File: src/rtl/reg_file_mp_if.sv
// Register-file port bundle: two byte-enabled write ports plus NUM_RD packed read ports.
// The datapath drives through master; the register file implements slave.
interface reg_file_mp_if #(
    parameter int DATA_W = 32,
    parameter int ADDR_W = 5,
    parameter int NUM_RD = 2
);
    logic                       RegWrite0;
    logic [ADDR_W-1:0]          WN0;
    logic [DATA_W-1:0]          WD0;
    logic [DATA_W/8-1:0]        BE0;
    logic                       RegWrite1;
    logic [ADDR_W-1:0]          WN1;
    logic [DATA_W-1:0]          WD1;
    logic [DATA_W/8-1:0]        BE1;
    logic [NUM_RD*ADDR_W-1:0]   RN;
    logic [NUM_RD*DATA_W-1:0]   RD;

    modport master (
        output RegWrite0, WN0, WD0, BE0,
        output RegWrite1, WN1, WD1, BE1,
        output RN,
        input  RD
    );

    modport slave (
        input  RegWrite0, WN0, WD0, BE0,
        input  RegWrite1, WN1, WD1, BE1,
        input  RN,
        output RD
    );
endinterface

File: src/rtl/reg_file_mp.sv
// Multi-port register file: 2 byte-enabled writes (port 1 wins per byte), NUM_RD combinational reads.
// Write-to-read latency is 0 cycles with BYPASS, else 1; no handshake, every write is accepted.
module reg_file_mp #(
    parameter int DATA_W  = 32,
    parameter int ADDR_W  = 5,
    parameter int NUM_RD  = 2,
    parameter int BYPASS  = 1,
    parameter int ZERO_R0 = 1
) (
    input  logic          clk,
    input  logic          rst,
    reg_file_mp_if.slave  bus
);
    localparam int DEPTH = 1 << ADDR_W;
    localparam int NB    = DATA_W / 8;

    logic [DATA_W-1:0] regs [DEPTH];
    logic              wr0_ok;
    logic              wr1_ok;

    assign wr0_ok = bus.RegWrite0 && !((ZERO_R0 != 0) && (bus.WN0 == '0));
    assign wr1_ok = bus.RegWrite1 && !((ZERO_R0 != 0) && (bus.WN1 == '0));

    // Port 1 lanes are assigned last so they override port 0 on a shared address.
    always_ff @(posedge clk) begin
        if (rst) begin
            for (int i = 0; i < DEPTH; i++) begin
                regs[i] <= '0;
            end
        end else begin
            for (int b = 0; b < NB; b++) begin
                if (wr0_ok && bus.BE0[b]) begin
                    regs[bus.WN0][8*b +: 8] <= bus.WD0[8*b +: 8];
                end
            end
            for (int b = 0; b < NB; b++) begin
                if (wr1_ok && bus.BE1[b]) begin
                    regs[bus.WN1][8*b +: 8] <= bus.WD1[8*b +: 8];
                end
            end
        end
    end

    for (genvar k = 0; k < NUM_RD; k++) begin : g_rd
        logic [ADDR_W-1:0] rn;
        logic [DATA_W-1:0] rd;

        assign rn = bus.RN[k*ADDR_W +: ADDR_W];

        // Forwarding follows the same lane priority as the write path and is muted during reset.
        always_comb begin
            rd = regs[rn];
            if ((BYPASS != 0) && !rst) begin
                for (int b = 0; b < NB; b++) begin
                    if (bus.RegWrite0 && (bus.WN0 == rn) && bus.BE0[b]) begin
                        rd[8*b +: 8] = bus.WD0[8*b +: 8];
                    end
                    if (bus.RegWrite1 && (bus.WN1 == rn) && bus.BE1[b]) begin
                        rd[8*b +: 8] = bus.WD1[8*b +: 8];
                    end
                end
            end
            if ((ZERO_R0 != 0) && (rn == '0)) begin
                rd = '0;
            end
        end

        assign bus.RD[k*DATA_W +: DATA_W] = rd;
    end
endmodule

File: src/flat_wrapper.sv
// flat-port wrapper written by rule: the top's interface ports become plain ports
module reg_file_mp_flat 
#(
    parameter int DATA_W  = 32,
    parameter int ADDR_W  = 5,
    parameter int NUM_RD  = 2,
    parameter int BYPASS  = 1,
    parameter int ZERO_R0 = 1
)
  (clk, rst, bus_RegWrite0, bus_WN0, bus_WD0, bus_BE0, bus_RegWrite1, bus_WN1, bus_WD1, bus_BE1, bus_RN, bus_RD);
  reg_file_mp_if #(.DATA_W(DATA_W), .ADDR_W(ADDR_W), .NUM_RD(NUM_RD)) bus_i ();
  input  logic clk;
  input  logic rst;
  input wire logic [$bits(bus_i.RegWrite0)-1:0] bus_RegWrite0;
  input wire logic [$bits(bus_i.WN0)-1:0] bus_WN0;
  input wire logic [$bits(bus_i.WD0)-1:0] bus_WD0;
  input wire logic [$bits(bus_i.BE0)-1:0] bus_BE0;
  input wire logic [$bits(bus_i.RegWrite1)-1:0] bus_RegWrite1;
  input wire logic [$bits(bus_i.WN1)-1:0] bus_WN1;
  input wire logic [$bits(bus_i.WD1)-1:0] bus_WD1;
  input wire logic [$bits(bus_i.BE1)-1:0] bus_BE1;
  input wire logic [$bits(bus_i.RN)-1:0] bus_RN;
  output wire logic [$bits(bus_i.RD)-1:0] bus_RD;
  assign bus_i.RegWrite0 = bus_RegWrite0;
  assign bus_i.WN0 = bus_WN0;
  assign bus_i.WD0 = bus_WD0;
  assign bus_i.BE0 = bus_BE0;
  assign bus_i.RegWrite1 = bus_RegWrite1;
  assign bus_i.WN1 = bus_WN1;
  assign bus_i.WD1 = bus_WD1;
  assign bus_i.BE1 = bus_BE1;
  assign bus_i.RN = bus_RN;
  assign bus_RD = bus_i.RD;
  reg_file_mp #(.DATA_W(DATA_W), .ADDR_W(ADDR_W), .NUM_RD(NUM_RD), .BYPASS(BYPASS), .ZERO_R0(ZERO_R0)) u_core (.clk(clk), .rst(rst), .bus(bus_i));
endmodule
File: config.mk
export PLATFORM = sky130hd
export DESIGN_NAME = reg_file_mp_flat
export DESIGN_NICKNAME = d
export VERILOG_FILES = /design/src/rtl/reg_file_mp_if.sv /design/src/rtl/reg_file_mp.sv /design/src/flat_wrapper.sv
export SDC_FILE = /design/constraint.sdc
export NUM_CORES = 2
export LEC_CHECK = 0
export CAP_MARGIN = 20
export CORE_ASPECT_RATIO = 0.5
export CORE_MARGIN = 4
export CORE_UTILIZATION = 57
export DETAILED_ROUTE_END_ITERATION = 10
export PLACE_DENSITY = 0.85
export SLEW_MARGIN = 20
export SYNTH_ARGS = -nofsm -noshare
export SYNTH_HDL_FRONTEND = slang
export SYNTH_SLANG_ARGS = --single-unit
export TNS_END_PERCENT = 5
File: constraint.sdc
create_clock -name clk -period 2.5 [get_ports clk]
set_input_delay 0.5 -clock clk [delete_from_list [all_inputs] [get_ports clk]]
set_output_delay 0.5 -clock clk [all_outputs]
set_load 0.03 [all_outputs]
==> impl_metrics.csv <==
group,metric,value,unit
outcome,outcome,"finished with violations",
outcome,violations,"setup timing",
placed_design,pre_cts_slack,-1.00,ns
cts,root_buffer,"clkbuf_16",
synthesis,ys_types,64,
grt,use_met3,18.3,%
detailed_routing,wirelength,244,mm
synthesis,ys_seq_area_share,49.3,%
grt,grt-ovfl-total,0,
cts,path_clk_slew,0.07,ns
layout,largest_reg_flops,1024,
synthesis,ys_seq_elements,1024,
grt,grt_pass1_wl,350,mm
layout,fillCellCount,6340,
grt,globalRouteMet1Util,51.8,%
setup_path,arrival,2.92,ns
layout,final_layout_size_suffix_gt1_share,43.9,%
floorplanning,row_count,85,
worst_hold_path,hold_start,"rst",
grt,grtUsageMet2,63.0,%
cts,numClockSinks,1024,
layout,top_register,"u_core.regs",
synthesis,async_reset_ff_share,0,%
synthesis,synth_edf_count,1024,
floorplanning,core_area,108000,um^2
power_and_ir_drop,powerDensity,561,nW/um^2
worst_hold_path,holdPathStages,2,
floorplanning,initial_utilization,57.7,%
detailed_routing,first_pass_iters,9,
layout,nets,5006,
layout,top_regs,"u_core.regs: 1024 flops",
setup_path,critPathKind,"flop to output port",
synthesis,netlist_instances,4189,
grt,grt_max_degree,60,
sta,max_slew_margin,44.4,%
sta,finalHoldViolations,0,
cts,cts_hold_buf,0,
setup_path,crit_fanout,2,
sta,setup_ws,-0.918,ns
run,maxCapViolations,0,
placed_design,dp_hpwl,174,mm
grt,top_usage_layer,"met2",
sta,finalWorstPathRequiredPeriod,3.42,ns
power_and_ir_drop,power,44.2,mW
grt,grt_pass1_vias,50200,
synthesis,postSynthAreaPerCell,14.9,um^2
detailed_routing,drc,0,
setup_path,crit_path_start_kind,"flop",
synthesis,synth_warnings,0,
floorplanning,ioPinCount,160,
worst_hold_path,min_path_type,"input pin to flop",
sta,rsz0062_at_grt,"yes",
setup_path,startpoint,"u_core.regs[13][0]$_DFFE_PP_",
cts,cts_buffer_depth,3,
setup_path,crit_required,2.00,ns
sta,maxClockFrequency,0.293,GHz
layout,synthToLayoutAreaGrowth,26.3,%
floorplanning,die_w,476,um
cts,numCtsBuffers,93,
detailed_routing,detail_route.wl_per_cell,38.0,um
cts,htree_levels,3,
grt,grt_usage,41.8,%
grt,grt_antenna_before_repair,6,
cts,cts_tree,"yes",
layout,final_cell_mix,"edfxtp_1 (1,024), a22o_1 (1,008), buf_4 (741), mux4_2 (513), buf_12 (249)",
detailed_routing,vias,51600,
power_and_ir_drop,power_leakage,26.8,nW
synthesis,ys.flop_type,"edfxtp_1",
detailed_routing,vias_per_cell,8.04,
layout,diodes,0,
setup_path,endpoint_kind,"output port",
sta,setup_viol,64,
detailed_routing,ant_nets,0,
sta,tightest_slew,0.834,ns
floorplanning,die_area,115000,um^2
sta,drv_slew,0,
detailed_routing,drtIter0Drc,9624,
power_and_ir_drop,peakVddDrop,633,uV
placed_design,port-buffer-count,159,
sta,fin_crit_sh,137,%
synthesis,netlist_area,62300,um^2
placed_design,gp_congestion,1.08,
floorplanning,dieHeight,242,um
layout,mostFrequentLayoutCell,"edfxtp_1",
## cells in the mapped netlist, types with 62 or more instances
cell type | number | area, um^2
a22oi_1 | 216 | 1620
a22o_1 | 1023 | 8960
nand4_1 | 63 | 394
mux4_2 | 513 | 11600
nor2_2 | 116 | 726
nand2_1 | 101 | 379
nor3_4 | 106 | 1720
buf_1 | 62 | 233
buf_2 | 102 | 510
clkbuf_1 | 326 | 1220
o221ai_1 | 124 | 1090
edfxtp_1 | 1024 | 30700
## cell type report
type	instances	area (um^2)	share of cell area (%)
clock buffer	108	2470	3.14
clock inverter	67	722	0.917
inverter	24	92.6	0.118
multi-input combinational	2638	30700	39.0
sequential	1024	30700	39.1
tap	1435	1800	2.28
timing repair buffer	1129	12100	15.4
## path summary, 6_finish.rpt
check                                           to  slack [ns]
worst min-delay path  u_core.regs[0][30]$_DFFE_PP_        0.33
worst max-delay path                    bus_RD[32]       -0.92
## stage by stage
step           setup TNS, ns  hold slack (ns)  instance area (um^2)  std cells  utilization, %
2_1_floorplan          -7.43            0.702                 63500       4220               -
3_3_place_gp        -1155.08             1.04                 74300       6225            68.8
3_5_place_dp        -1220.44             1.04                 74300       6225            68.8
4_1_cts               -39.15            0.293                 78500       6425            72.6
5_1_grt               -42.67            0.307                 78700       6425            72.8
6_report              -41.28            0.330                 78700       6425            72.8
## worst max-delay path, cell delays in order (launching register included)
cell and delay [ns]:
edfxtp_1 0.44, mux4_2 0.49, a22oi_1 0.39, nand4_1 0.33, a22o_2 0.37, buf_4 0.17
## what timing repair did
item,in CTS,in global routing
cloned,3,0
setup endpoints to repair,102,64
pin swaps,61,21
gates resized for setup,153,46
buffers inserted,23,0
## routing by layer
layer  share of wire [%]  vias to the layer above
met5               0.098                        -
met4                 6.9                        6
met3                  18                     1154
met2                  44                     5335
met1                  31                    25400
li1                    -                    19800
## kinds of logic (layout without fill, tap and decap cells)
| logic type | Yosys count | after routing | synth area share, % |
|---|---|---|---|
| xor+xnor | 18 | 18 | 0.253 |
| simple gates | 557 | 557 | 6.94 |
| other cells | 1 | 32 | 0.00602 |
| mux | 558 | 558 | 19.3 |
| flops | 1024 | 1024 | 49.3 |
| compound gates | 1473 | 1473 | 20.3 |
| buf+inv | 558 | 1328 | 3.88 |
## power breakdown
part / switching [mW] / total (mW) / internal [mW]
Clock: 6.94 / 15.4 / 8.49
Sequential: 0.638 / 20.5 / 19.8
Combinational: 4.62 / 8.25 / 3.63
Note: power is estimated with default switching activity, not from simulation.
